[config.mk]
export PLATFORM = sky130hd
export DESIGN_NAME = mul_div_unit_flat
export DESIGN_NICKNAME = d
export VERILOG_FILES = /design/src/rtl/mul_div_unit_pkg.sv /design/src/rtl/mul_div_unit_if.sv /design/src/rtl/mul_div_unit_negate.sv /design/src/rtl/mul_div_unit.sv /design/src/flat_wrapper.sv
export SDC_FILE = /design/constraint.sdc
export NUM_CORES = 1
export LEC_CHECK = 0
export CAP_MARGIN = 20
export CELL_PAD_IN_SITES_DETAIL_PLACEMENT = 2
export CELL_PAD_IN_SITES_GLOBAL_PLACEMENT = 2
export CORE_UTILIZATION = 39
export CTS_CLUSTER_SIZE = 28
export DETAILED_ROUTE_END_ITERATION = 10
export GPL_TIMING_DRIVEN = 0
export PLACE_DENSITY_LB_ADDON = 0.1
export SLEW_MARGIN = 20
export SYNTH_ARGS = -nofsm -noshare
export SYNTH_HDL_FRONTEND = slang
export SYNTH_SLANG_ARGS = --single-unit
[constraint.sdc]
create_clock -name clk -period 9.9 [get_ports clk]
set_input_delay 1.485 -clock clk [delete_from_list [all_inputs] [get_ports clk]]
set_output_delay 1.485 -clock clk [all_outputs]
set_load 0.05 [all_outputs]
[src/rtl/mul_div_unit_pkg.sv]
// ---------------------------------------------------------------------------
// mul_div_unit_pkg
// Shared encodings for the EX-stage multiply/divide unit: operation codes,
// FSM state encodings, the default operand width and two small helpers that
// decode an operation into "is a divide" and "is signed".
// ---------------------------------------------------------------------------
package mul_div_unit_pkg;

   // Default operand width; hi/lo are each this wide.
   localparam int MD_WIDTH = 32;

   // Operation encodings as presented on the op port.
   localparam logic [1:0] MD_OP_MULT  = 2'b00;
   localparam logic [1:0] MD_OP_MULTU = 2'b01;
   localparam logic [1:0] MD_OP_DIV   = 2'b10;
   localparam logic [1:0] MD_OP_DIVU  = 2'b11;

   // Control FSM states.
   typedef enum logic [1:0] {
      MD_STATE_IDLE = 2'd0,
      MD_STATE_CALC = 2'd1,
      MD_STATE_FIX  = 2'd2,
      MD_STATE_DONE = 2'd3
   } md_state_t;

   // True for DIV and DIVU.
   function automatic logic md_is_div(input logic [1:0] op);
      return (op == MD_OP_DIV) || (op == MD_OP_DIVU);
   endfunction

   // True for the two's-complement operations MULT and DIV.
   function automatic logic md_is_signed(input logic [1:0] op);
      return (op == MD_OP_MULT) || (op == MD_OP_DIV);
   endfunction

endpackage

[src/rtl/mul_div_unit_if.sv]
// ---------------------------------------------------------------------------
// mul_div_unit_if
// Request/response bundle between the EX stage and the multiply/divide unit.
//   start, op, operand_1, operand_2, flush : request side (EX stage drives)
//   busy, done, hi, lo, div_by_zero        : response side (unit drives)
// Modports:
//   master - the pipeline / testbench side
//   slave  - the mul_div_unit side
// ---------------------------------------------------------------------------
interface mul_div_unit_if
   import mul_div_unit_pkg::*;
#(
   parameter int WIDTH = MD_WIDTH
) ();

   logic             start;
   logic [1:0]       op;
   logic [WIDTH-1:0] operand_1;
   logic [WIDTH-1:0] operand_2;
   logic             flush;
   logic             busy;
   logic             done;
   logic [WIDTH-1:0] hi;
   logic [WIDTH-1:0] lo;
   logic             div_by_zero;

   modport master (
      output start, op, operand_1, operand_2, flush,
      input  busy, done, hi, lo, div_by_zero
   );

   modport slave (
      input  start, op, operand_1, operand_2, flush,
      output busy, done, hi, lo, div_by_zero
   );

endinterface

[src/rtl/mul_div_unit_negate.sv]
// ---------------------------------------------------------------------------
// muldiv_negate
// Combinational conditional two's-complement negate.
//   en        : 1 -> value_out = -value_in, 0 -> value_out = value_in
//   value_in  : WIDTH-bit input
//   value_out : WIDTH-bit result (wraps modulo 2^WIDTH, so the most negative
//               value maps onto itself, which is also its correct unsigned
//               magnitude)
// ---------------------------------------------------------------------------
module muldiv_negate #(
   parameter int WIDTH = 32
) (
   input  logic             en,
   input  logic [WIDTH-1:0] value_in,
   output logic [WIDTH-1:0] value_out
);

   assign value_out = en ? ((~value_in) + WIDTH'(1)) : value_in;

endmodule

[src/rtl/mul_div_unit.sv]
// ---------------------------------------------------------------------------
// mul_div_unit
// Multi-cycle integer multiply/divide for the EX stage. Executes MULT, MULTU,
// DIV and DIVU on WIDTH-bit operands and returns a 2*WIDTH result as hi/lo.
// A request accepted at one clock edge produces a one-cycle done pulse
// WIDTH+2 cycles later; busy covers the iteration and sign-fix cycles so the
// pipeline can stall on it.
// Ports:
//   clk   : rising-edge clock
//   rst_n : asynchronous active-low reset
//   bus   : mul_div_unit_if.slave
//           start/op/operand_1/operand_2/flush in,
//           busy/done/hi/lo/div_by_zero out
// ---------------------------------------------------------------------------
module mul_div_unit
   import mul_div_unit_pkg::*;
#(
   parameter int WIDTH = MD_WIDTH
) (
   input  logic           clk,
   input  logic           rst_n,
   mul_div_unit_if.slave  bus
);

   localparam int CNT_W = (WIDTH > 1) ? $clog2(WIDTH) : 1;

   md_state_t          state_q;
   md_state_t          state_d;
   logic               accept;

   logic [CNT_W-1:0]   cnt_q;
   logic               is_div_q;
   logic               neg_res_q;
   logic               neg_rem_q;
   logic               dbz_q;
   logic [WIDTH-1:0]   opb_q;
   logic [2*WIDTH-1:0] acc_q;
   logic [WIDTH:0]     rem_q;

   logic [WIDTH-1:0]   hi_q;
   logic [WIDTH-1:0]   lo_q;
   logic               dbz_out_q;

   logic               op_signed;
   logic [WIDTH-1:0]   mag_1;
   logic [WIDTH-1:0]   mag_2;

   logic [WIDTH:0]     mul_sum;
   logic [WIDTH+1:0]   div_shift;
   logic [WIDTH+1:0]   div_trial;
   logic               div_fits;

   logic [2*WIDTH-1:0] prod_fixed;
   logic [WIDTH-1:0]   quot_fixed;
   logic [WIDTH-1:0]   rem_fixed;

   assign op_signed = md_is_signed(bus.op);

   // Operand magnitudes: signed ops work on |operand|, unsigned ops on the
   // raw value. The signs are remembered separately and reapplied in FIX.
   muldiv_negate #(.WIDTH(WIDTH)) u_abs_1 (
      .en        (op_signed & bus.operand_1[WIDTH-1]),
      .value_in  (bus.operand_1),
      .value_out (mag_1)
   );

   muldiv_negate #(.WIDTH(WIDTH)) u_abs_2 (
      .en        (op_signed & bus.operand_2[WIDTH-1]),
      .value_in  (bus.operand_2),
      .value_out (mag_2)
   );

   // Sign correction of the finished magnitudes. The quotient is negated when
   // the operand signs differ; the remainder follows the dividend's sign.
   muldiv_negate #(.WIDTH(2*WIDTH)) u_fix_prod (
      .en        (neg_res_q),
      .value_in  (acc_q),
      .value_out (prod_fixed)
   );

   muldiv_negate #(.WIDTH(WIDTH)) u_fix_quot (
      .en        (neg_res_q),
      .value_in  (acc_q[WIDTH-1:0]),
      .value_out (quot_fixed)
   );

   muldiv_negate #(.WIDTH(WIDTH)) u_fix_rem (
      .en        (neg_rem_q),
      .value_in  (rem_q[WIDTH-1:0]),
      .value_out (rem_fixed)
   );

   // State register. Reset abandons whatever operation was in flight.
   always_ff @(posedge clk or negedge rst_n) begin
      if (!rst_n) begin
         state_q <= MD_STATE_IDLE;
      end else begin
         state_q <= state_d;
      end
   end

   // Next-state logic. A request is only looked at in IDLE or DONE, so a
   // start raised while busy is simply dropped. flush beats everything,
   // including a simultaneous start and a FIX cycle that would otherwise
   // complete the operation.
   always_comb begin
      state_d = state_q;
      accept  = 1'b0;
      case (state_q)
         MD_STATE_IDLE: begin
            if (bus.start && !bus.flush) begin
               accept  = 1'b1;
               state_d = MD_STATE_CALC;
            end
         end
         MD_STATE_CALC: begin
            if (bus.flush) begin
               state_d = MD_STATE_IDLE;
            end else if (cnt_q == CNT_W'(WIDTH - 1)) begin
               state_d = MD_STATE_FIX;
            end
         end
         MD_STATE_FIX: begin
            state_d = bus.flush ? MD_STATE_IDLE : MD_STATE_DONE;
         end
         MD_STATE_DONE: begin
            if (bus.flush) begin
               state_d = MD_STATE_IDLE;
            end else if (bus.start) begin
               accept  = 1'b1;
               state_d = MD_STATE_CALC;
            end else begin
               state_d = MD_STATE_IDLE;
            end
         end
         default: state_d = MD_STATE_IDLE;
      endcase
   end

   // One iteration of each algorithm, computed from the current registers.
   // Multiply: acc_q holds {partial product, unconsumed multiplier bits};
   // when the multiplier LSB is set the multiplicand is added into the upper
   // half, and the whole accumulator shifts right with the carry.
   // Divide: restoring radix-2. The next dividend bit (MSB first) is shifted
   // into the partial remainder and a trial subtract decides the quotient
   // bit; the extra top bit makes a "did not fit" result show up as a
   // borrow in the MSB instead of wrapping into a valid-looking value.
   always_comb begin
      mul_sum   = {1'b0, acc_q[2*WIDTH-1:WIDTH]}
                + (acc_q[0] ? {1'b0, opb_q} : {(WIDTH+1){1'b0}});
      div_shift = {rem_q, acc_q[WIDTH-1]};
      div_trial = div_shift - {2'b00, opb_q};
      div_fits  = ~div_trial[WIDTH+1];
   end

   // Datapath registers. On accept the operands are loaded as magnitudes:
   // for multiply the multiplier goes into the low half of the accumulator
   // (it gets consumed LSB first), for divide the dividend does (its bits
   // are consumed MSB first while quotient bits shift in from the right).
   always_ff @(posedge clk or negedge rst_n) begin
      if (!rst_n) begin
         cnt_q     <= '0;
         is_div_q  <= 1'b0;
         neg_res_q <= 1'b0;
         neg_rem_q <= 1'b0;
         dbz_q     <= 1'b0;
         opb_q     <= '0;
         acc_q     <= '0;
         rem_q     <= '0;
      end else if (accept) begin
         cnt_q     <= '0;
         is_div_q  <= md_is_div(bus.op);
         neg_res_q <= op_signed & (bus.operand_1[WIDTH-1] ^ bus.operand_2[WIDTH-1]);
         neg_rem_q <= op_signed & bus.operand_1[WIDTH-1];
         dbz_q     <= md_is_div(bus.op) & (bus.operand_2 == '0);
         rem_q     <= '0;
         if (md_is_div(bus.op)) begin
            opb_q <= mag_2;
            acc_q <= {{WIDTH{1'b0}}, mag_1};
         end else begin
            opb_q <= mag_1;
            acc_q <= {{WIDTH{1'b0}}, mag_2};
         end
      end else if ((state_q == MD_STATE_CALC) && !bus.flush) begin
         cnt_q <= cnt_q + CNT_W'(1);
         if (is_div_q) begin
            rem_q <= div_fits ? div_trial[WIDTH:0] : div_shift[WIDTH:0];
            acc_q <= {acc_q[2*WIDTH-1:WIDTH], acc_q[WIDTH-2:0], div_fits};
         end else begin
            acc_q <= {mul_sum, acc_q[WIDTH-1:1]};
         end
      end
   end

   // Result registers, written only by a FIX cycle that is not flushed, so
   // hi/lo/div_by_zero hold across flushes and idle periods.
   // Divide by zero: the restoring loop with a zero divisor yields an
   // all-ones quotient and leaves |dividend| as remainder. lo is forced to
   // all ones without sign fix; the remainder path (magnitude re-signed
   // with the dividend's sign) reproduces operand_1 exactly, including the
   // most negative value.
   always_ff @(posedge clk or negedge rst_n) begin
      if (!rst_n) begin
         hi_q      <= '0;
         lo_q      <= '0;
         dbz_out_q <= 1'b0;
      end else if ((state_q == MD_STATE_FIX) && !bus.flush) begin
         if (is_div_q) begin
            hi_q      <= rem_fixed;
            lo_q      <= dbz_q ? {WIDTH{1'b1}} : quot_fixed;
            dbz_out_q <= dbz_q;
         end else begin
            hi_q      <= prod_fixed[2*WIDTH-1:WIDTH];
            lo_q      <= prod_fixed[WIDTH-1:0];
            dbz_out_q <= 1'b0;
         end
      end
   end

   assign bus.busy        = (state_q == MD_STATE_CALC) || (state_q == MD_STATE_FIX);
   assign bus.done        = (state_q == MD_STATE_DONE);
   assign bus.hi          = hi_q;
   assign bus.lo          = lo_q;
   assign bus.div_by_zero = dbz_out_q;

endmodule

[src/flat_wrapper.sv]
// flat-port wrapper written by rule: the top's interface ports become plain ports
module mul_div_unit_flat import mul_div_unit_pkg::*;
#(
   parameter int WIDTH = MD_WIDTH
)
  (clk, rst_n, bus_start, bus_op, bus_operand_1, bus_operand_2, bus_flush, bus_busy, bus_done, bus_hi, bus_lo, bus_div_by_zero);
  mul_div_unit_if #(.WIDTH(WIDTH)) bus_i ();
  input  logic clk;
  input  logic rst_n;
  input wire logic [$bits(bus_i.start)-1:0] bus_start;
  input wire logic [$bits(bus_i.op)-1:0] bus_op;
  input wire logic [$bits(bus_i.operand_1)-1:0] bus_operand_1;
  input wire logic [$bits(bus_i.operand_2)-1:0] bus_operand_2;
  input wire logic [$bits(bus_i.flush)-1:0] bus_flush;
  output wire logic [$bits(bus_i.busy)-1:0] bus_busy;
  output wire logic [$bits(bus_i.done)-1:0] bus_done;
  output wire logic [$bits(bus_i.hi)-1:0] bus_hi;
  output wire logic [$bits(bus_i.lo)-1:0] bus_lo;
  output wire logic [$bits(bus_i.div_by_zero)-1:0] bus_div_by_zero;
  assign bus_i.start = bus_start;
  assign bus_i.op = bus_op;
  assign bus_i.operand_1 = bus_operand_1;
  assign bus_i.operand_2 = bus_operand_2;
  assign bus_i.flush = bus_flush;
  assign bus_busy = bus_i.busy;
  assign bus_done = bus_i.done;
  assign bus_hi = bus_i.hi;
  assign bus_lo = bus_i.lo;
  assign bus_div_by_zero = bus_i.div_by_zero;
  mul_div_unit #(.WIDTH(WIDTH)) u_core (.clk(clk), .rst_n(rst_n), .bus(bus_i));
endmodule
== After elaboration in Yosys (flattened, before gate mapping) ==
Cells that the tools add are included.
Cells by class
  add/subtract/negate cells: 8
  eq/ne operators: 9
  mux-type cells: 32
  bitwise gates (word level): 11
  reduce and logical (&&, ||, !) cells: 15
Operators by type and width (count)
  2-to-1 mux 32 bit: 10
  2-to-1 mux 64 bit: 4
  2-to-1 mux 33 bit: 4
  adder 32 x 1 -> 32 bit, second input constant: 4
  NOT 32 bit: 4
  adder 64 x 1 -> 64 bit, second input constant: 1
  NOT 64 bit: 1
  subtractor 34 x 32 -> 34 bit: 1
  adder 32 x 33 -> 33 bit: 1
  logical NOT 32 bit: 1
  2-to-1 mux 2 bit: 5
  2-to-1 mux 5 bit: 2
  == test 2 bit, second input constant: 4
  case mux 2 bit (4 select lines): 1
  AND reduction 2 bit: 3
  adder 5 x 1 -> 5 bit, second input constant: 1
  == test 5 bit, second input constant: 1
  2-to-1 mux 1 bit: 5
  bitwise AND 1 bit: 4
  logical NOT 2 bit: 2
  inequality test 2 x 1 -> 1 bit, second input constant: 2
  nonzero test 2 bit: 2
  logical AND 1 bit: 3
  logical OR 1 bit: 3
  6 further kinds: 6
Word-level totals
  register bits: 205
  input port bits: 70
  output and inout port bits: 67
  word-level logic and storage cells: 88

== Logic depth before layout (Yosys ltp) ==
  depth in word-level cells: 6
  gate-level depth with buffers: 14
  mapped depth without buffers: 13

== Cells and area by module ==
Synthesis repeated with hierarchy kept, for this count alone.
Second synthesis, totals
  cell total of the unflattened synthesis: 2098
  area total of the unflattened synthesis: 17934.7 um^2
Modules (own cells, without submodules)
  mul_div_unit: instances 1, cells each 1496, area each 13177.6 um^2, sequential area each 5129.9 um^2
  muldiv_negate at u_core.u_abs_1 ...: instances 4, cells each 99, area each 777.0 um^2, sequential area each 0.0 um^2
  muldiv_negate at u_core.u_fix_prod: instances 1, cells each 206, area each 1649.1 um^2, sequential area each 0.0 um^2

== Least setup slack after synthesis ==
OpenSTA, ideal clock, no wires.
  path type: input to register
  from: input port bus_operand_1[9]
  to: register u_core.acc_q[29]
  setup time: 140 ps
  data arrival time: 3504 ps
  required time: 9760 ps
  path slack: 6256 ps
  stages on the path: 7
  buffers on the path: 0
  cells stage by stage: or4_1 > nor3_1 > nor4bb_1 > nand3_1 > o41ai_1 > xor2_1 > o221ai_1
Between the ends
  longest elaborated chain between the ends: 5
Ends and longest elaborated chain
  start: declaration: RTL line flat_wrapper.sv:12  | input wire logic [$bits(bus_i.operand_1)-1:0] bus_operand_1;
  NOT 32 bit: RTL line mul_div_unit_negate.sv:18  | assign value_out = en ? ((~value_in) + WIDTH'(1)) : value_in;
  adder 32 x 1 -> 32 bit: RTL line mul_div_unit_negate.sv:18
  2-to-1 mux 32 bit: RTL line mul_div_unit_negate.sv:18
  2-to-1 mux 32 bit: RTL line mul_div_unit.sv:177  | if (md_is_div(bus.op)) begin
  2-to-1 mux 64 bit: RTL line mul_div_unit.sv:170  | end else if (accept) begin
  end signal: assignment: RTL line mul_div_unit.sv:179  | acc_q <= {{WIDTH{1'b0}}, mag_1};
  end signal: assignment: RTL line mul_div_unit.sv:182  | acc_q <= {{WIDTH{1'b0}}, mag_2};
  end signal: assignment: RTL line mul_div_unit.sv:188  | acc_q <= {acc_q[2*WIDTH-1:WIDTH], acc_q[WIDTH-2:0], div_fits};
  end: declaration: RTL line mul_div_unit.sv:37  | logic [2*WIDTH-1:0] acc_q;
Every way passes these cells.
A chain may end at the register's enable or synchronous reset.

== Final worst setup path ==
  from: input port bus_operand_1[3]
  to: register u_core.opb_q[29]
Between the ends
  longest elaborated chain between the ends: 4
Ends and longest elaborated chain
  NOT 32 bit: RTL line mul_div_unit_negate.sv:18
  adder 32 x 1 -> 32 bit: RTL line mul_div_unit_negate.sv:18
  2-to-1 mux 32 bit: RTL line mul_div_unit_negate.sv:18
  2-to-1 mux 32 bit: RTL line mul_div_unit.sv:177
  end signal: assignment: RTL line mul_div_unit.sv:178  | opb_q <= mag_2;
  end signal: assignment: RTL line mul_div_unit.sv:181  | opb_q <= mag_1;
  end: declaration: RTL line mul_div_unit.sv:36  | logic [WIDTH-1:0] opb_q;
Every way passes these cells.

==> key figures <==
Cells and area
  • Layout cells sized above 1: 4.20%
  • Commonest non-fill, non-tap cell in the layout: nand2_1
  • Commonest cells after routing, fill and taps aside: nand2_1, dfrtp_1, o21ai_0
  • NumNets Final: 2318
  • Seq. cell area: 5130 sq um
  • FILL cells: 4619
  • Area grow syn2layout: 19.2%
  • # diodes: 0
  • Multi-input gate area: 10300 sq um

Pwr
  • Pwr Total: 6.39 mW
  • Total power per unit cell area: 332 nW/um^2
  • Leak: 7.80 nW
  • Maximum vdd drop: 250 uV

STA
  • Final clock period utilization by the worst path: 46.0%
  • Worst rel slew slack: 24.8%
  • Unrepaired setup endpoints after global routing: false
  • Hold WS: 490 ps
  • Fmax: 220 MHz
  • Slew @ Worst Pin: 1120 ps
  • Fin. max-slew vios: 0
  • Layout Skew: 12.2 ps
  • Setup WS post-layout: 5350 ps
  • Final Hold Viols: 0
  • Setup-failing EPs final: 0
  • Final setup TNS: 0 ps
  • Tmin final: 4550 ps

Die
  • Core area: 40800 sq um
  • Die Width: 205 microns
  • Die Ht: 205 microns
  • Die ar.: 42200 sq um
  • Rows: 74
  • I/O pin total: 137
  • Initial core utilization: 39.5%

Place
  • Final Wtd Congestion: 0.922
  • Pre-CTS WS: 4760 ps
  • IO buf count: 136
  • DP Wirelength: 56.7 mm

Global route
  • First-pass GRT wire length: 112 mm
  • Total grt overflow: 0
  • Vias in the first global route: 18.3k
  • All-Layer GR Usage: 35.0%
  • Initial antenna violation count: 1
  • Largest net degree at the start of global routing: 90

Synth
  • Post-Synthesis Cell Area: 16100 sq um
  • Synth area leader: dfrtp_1
  • Yosys cell types: 74
  • Gate Count Post-Synth: 2003
  • Post-synthesis sequential area ratio: 31.8%
  • Syn Area/Cell: 8.06 sq um
  • Primary FF master, synth: dfrtp_1
  • Synth warnings: 0
  • Async SR Flop Fraction: 100%
  • Post-synth top area share: 31.8%
  • Synth area leaders: dfrtp_1, nand2_1, ha_1
  • Number of synthesized flops with an enable pin: 0
  • #FFs+latches synth: 205
  • Mapped Nets: 2150

Critical path
  • Cell Chain, Critical Path: clkdlybuf4s50_1 > or3_1 > nor3_1 > nor4bb_1 > nand3_1 > o41ai_1 > xor2_1 > o221ai_1
  • Max Fanout on Critical Path: 5
  • Crit Path Class: primary input to flip-flop
  • Max incr delay on CP: 920 ps
  • Critical Path RT: 10330 ps
  • Crit start category: primary input
  • Worst path slowest cell: nor4bb_1
  • Worst EP arrival: 4980 ps
  • Worst setup EP type: flip-flop

Worst hold path
  • Class of the worst hold path: flip-flop to flip-flop

Route
  • Drt drc: 0
  • DR vias: 16.7k
  • DR iter-0 viols: 1045
  • Via/cell ratio: 6.15
  • WL/cell: 26.8 microns
  • Drt first pass iters: 5
  • Total Wirelength: 73.0 mm
  • ANT nets after route: 0

Run
  • Max Cap Violations: 0

CTS
  • Sink Count: 205
  • # Post-CTS Setup Buffers: 0
  • Clk slew on worst S/H paths: 60 ps
  • Cts hold-fix bufs: 0
  • Root buf cell: clkbuf_16
  • CTS Buf Count: 27
  • H-tree levels: 1
  • CTS tree: done
  • Clk Latency, worst-skew pair: 580 ps
  • Deepest clock path buffer count: 3
  • CTS resizes: 0

Run status
  • Status: finished, final reports clean
[worst max-delay path, delay by kind of cell]
kind            cells  cell delay [ps]
buf+inv             1              480
simple gates        4             2210
xor+xnor            1              280
compound gates      2              530
[sequential cells by signal, indices dropped and copies added, names as in the netlist]
register,count
u_core.bus.lo,32
u_core.is_div_q,1
u_core.cnt_q,5
u_core.neg_res_q,1
u_core.neg_rem_q,1
u_core.state_q,2
u_core.dbz_q,1
u_core.bus.hi,32
u_core.rem_q,33
u_core.bus.div_by_zero,1
u_core.acc_q,64
u_core.opb_q,32
[synthesized netlist by cell type (all sizes together), types with 12 or more instances]
cell type and instances:
nor2 152, nor3 36, inv 72, xor2 103, o41ai 20, or3 24
mux2i 64, ha 75, nand2 266, a21oi 143, o21a 15, nand3 30
nor4 12, clkbuf 92, o211ai 38, or2 14, xnor2 87, a21o 20
nand2b 19, o21ai 247, nor2b 23, a211oi 14, buf 15, dfrtp 205
o31ai 42, or4 27
[stage by stage]
stage          cells  util [%]  area, sq um
3_3_place_gp    2671      44.5        18200
2_1_floorplan   2003         -        16100
6_report        2724      47.1        19200
4_1_cts         2724      47.1        19200
3_5_place_dp    2674      44.7        18200
5_1_grt         2724      47.1        19200
[final timing paths]
check | end | startpoint | slack (ps) | cells after the start
setup / recovery | u_core.opb_q[29]$_DFFE_PN0P_ | bus_operand_1[3] | 5350 | 8
hold / removal | u_core.bus.hi[23]$_DFFE_PN0P_ | u_core.bus.hi[23]$_DFFE_PN0P_ | 490 | 2
setup reg to reg | u_core.rem_q[31]$_DFFE_PN0P_ | u_core.acc_q[31]$_DFFE_PN0P_ | 5490 | 12
hold reg to reg | u_core.bus.hi[23]$_DFFE_PN0P_ | u_core.bus.hi[23]$_DFFE_PN0P_ | 490 | 2
max in group asynchronous | u_core.opb_q[28]$_DFFE_PN0P_ | rst_n | 8190 | 2
min in group asynchronous | u_core.rem_q[16]$_DFFE_PN0P_ | rst_n | 830 | 1
[cell families (layout without fill, tap and decap cells)]
family | count (synthesis) | after routing | share of synthesized area, %
AO/OA/AOI/OAI | 638 | 638 | 24.6
adder cells (fa/ha/maj) | 77 | 77 | 6.06
multiplexers | 68 | 68 | 4.25
buffers and inverters | 180 | 369 | 4.29
flip-flops | 205 | 205 | 31.8
XOR/XNOR | 190 | 190 | 10.4
AND/OR/NAND/NOR | 645 | 645 | 18.7
[layout make-up]
cell class | count | share of cell area, %
Buffer | 107 | 2.17
Clock buffer | 32 | 3.82
Clock inverter | 18 | 1.37
Inverter | 73 | 1.42
Multi-Input combinational cell | 1618 | 53.7
Sequential cell | 205 | 26.7
Tap cell | 532 | 3.46
Timing Repair Buffer | 139 | 7.43
[power breakdown]
group	total, mW	switching (mW)	leakage (nW)	internal, mW
Combinational	3.73	2.49	4.74	1.24
Clock	1.12	0.434	0.501	0.688
Sequential	1.53	0.374	2.56	1.16
[metal layers]
layer / wire, microns / share of wire (%) / global-route usage, %
met3: 2770 / 3.8 / 3.23
met2: 36000 / 49 / 61.2
met1: 30000 / 41 / 42.6
met4: 4250 / 5.8 / 18.3
met5: 12 / 0.016 / 0
No activity file was read; power rests on OpenSTA's default activity.
==> RTL edit: new RTL, same flow settings <==
Set the package constant `MD_WIDTH` to 16 (it was 32).
--- a/src/rtl/mul_div_unit_pkg.sv
+++ b/src/rtl/mul_div_unit_pkg.sv
@@ -9,3 +9,3 @@
    // Default operand width; hi/lo are each this wide.
-   localparam int MD_WIDTH = 32;
+   localparam int MD_WIDTH = 16;
 
Ports: changed (resized bus_hi, bus_lo, bus_operand_1 and bus_operand_2); port bits go from 137 to 73. The function was not compared with the original's and may differ.
==> RTL edit against the unedited design <==
  * Area after synthesis fell by 49%
  * First-iteration DRC count fell by 68%
  * Design area fell by 50%
  * Total power fell by 43%
  * Largest power group unchanged
  * Sequential cell count fell by 97
  * Setup slack improved by 0.39 ns
  * Combinational power fell by 36%
  * Routed wire length fell by 56%
==> RTL edit: results (changes against the unedited design) <==
metric	value	unit	change
status	finished clean		unchanged
grt_pass1_vias	8954		was 18300
layout.nets	1163		was 2318
endpoint	u_core.opb_q[14]		was u_core.opb_q[29]
dr_total_vias	8259		was 16700
gp_congestion	0.871		was 0.922
yosys_warnings	0		unchanged
skew	0.0139	ns	was 0.0122 ns
grt_pass1_wl	50800	um	was 112000 um
critical-path-max-stage-delay	0.60	ns	was 0.92 ns
clk_path_buf_depth	2		was 3
grt_start_max_net_pins	75		was 90
cts_buffers	9		was 27
leakage	3.92	nW	was 7.80 nW
drtIter0Drc	331		was 1045
hpwlAfterDp	24400	um	was 56700 um
clock_latency	0.37	ns	was 0.58 ns
hold_buffers	0		unchanged
n_fill_cell	2313		was 4619
critPathArrivalTime	4.38	ns	was 4.98 ns
worst_pin_slew	0.854	ns	was 1.12 ns
switching_share	54.0	%	was 51.6%
synth_common_cells	nand2_1 (116), dfrtp_1 (108), o21ai_0 (104)		was nand2_1 (266), dfrtp_1 (205), o21ai_0 (155)
ys_types	65		was 74
largestRegisters	u_core.acc_q: 32 flops, u_core.rem_q: 17 flops		was u_core.acc_q: 64 flops, u_core.rem_q: 33 flops
r2r_cells	10		was 12
crit_path_max_fanout	4		was 5
synthMuxAreaShare	3.92	%	was 4.25%
cts_max_level	3		was 1
r2r_end	u_core.rem_q[10]		was u_core.rem_q[31]
track_usage	30.5	%	was 35.0%
crit_slowest_cell	or4_1		was nor4bb_1
drive_above_1_share	2.95	%	was 4.20%
r2r-start	u_core.acc_q[15]		was u_core.acc_q[31]
path_clk_slew	0.08	ns	was 0.06 ns
peakVddDrop	0.000177	V	was 0.000250 V
place_ws	5.43	ns	was 4.76 ns
yosysSeqAreaShare	32.9	%	was 31.8%
synthXorXnorAreaFrac	9.92	%	was 10.4%
async_flop_share	100	%	unchanged
placed_area	9310	um^2	was 18200 um^2
p_comb_share	65.6	%	was 58.4%
clock.fmax	0.240	GHz	was 0.220 GHz
synth_top_cells_by_area	dfrtp_1 (33%), ha_1 (6.4%), o21ai_0 (6.3%), xor2_1 (6.2%), nand2_1 (5.3%)		was dfrtp_1 (32%), nand2_1 (6.2%), ha_1 (5.8%), xor2_1 (5.5%), o21ai_0 (4.8%)
seq_power	0.878	mW	was 1.53 mW
synth_fa_ha_area_share	6.89	%	was 6.06%
antenna_found_initial	0		was 1
r2r_setup_slack	6.43	ns	was 5.49 ns
synth-compound-area-share	25.3	%	was 24.6%
syn_nets	1079		was 2150
wire_per_inst	23.6	um	was 26.8 um
cp-startpoint	bus_operand_2[3]		was bus_operand_1[3]
portBuffers	72		was 136
p_int	1.68	mW	was 3.09 mW
min-delay-start	u_core.bus.hi[3]		was u_core.bus.hi[23]
[RTL edit: cell types whose count changed after synthesis, sizes merged, moves of 52 or more]
cell,delta
o21ai,-141
nor2,-73
a21oi,-66
xnor2,-52
dfrtp,-97
nand2,-150
[RTL edit: kinds of logic (layout without fill, tap and decap cells)]
kind of cell / count (synthesis) / in the layout
AOI/OAI and AO/OA: 328 / 328
xor gates and xnor gates: 93 / 93
adders and majority gates: 44 / 44
buffers and inverters: 98 / 187
DFF: 108 / 108
muxes: 32 / 32
and+or+nand+nor: 294 / 294
[RTL edit: how the worst min path moves through the flow]
stage / end / cells past startpoint / slack (ns)
3_3_place_gp: u_core.bus.hi[6] / 2 / 0.46
2_1_floorplan: u_core.dbz_q / 2 / 0.45
6_report: u_core.bus.hi[3] / 2 / 0.48
3_5_place_dp: u_core.bus.hi[4] / 2 / 0.47
4_1_cts: u_core.bus.hi[4] / 2 / 0.49
5_1_grt: u_core.bus.hi[6] / 2 / 0.50
[RTL edit: metal layers]
metal  up-vias  wire length, um  part of all wire (%)  GRT usage, %
met3        61              839                   2.6          3.01
met1      4237            13800                    43          37.7
met2       191            16000                    50          53.5
li1       3770                -                     -             -
met5         -                0                     0             0
met4         0             1310                   4.1          13.5
[RTL edit: cell type report]
type                    count  area (um^2)  area share (%)
multi-input cells         791         5140            53.6
clock buffers               9          225            2.35
plain buffers              58          223            2.32
inverters                  40          150            1.56
flip-flops and latches    108         2700            28.2
clock inverters             7         63.8           0.665
well taps                 270          338            3.52
repair buffers             73          749            7.81
[RTL edit: metrics by stage]
stage | instances | hold slack [ns]
3_5_place_dp | 1340 | 0.467
4_1_cts | 1356 | 0.486
5_1_grt | 1356 | 0.502
6_report | 1356 | 0.478
2_1_floorplan | 997 | 0.449
3_3_place_gp | 1339 | 0.461
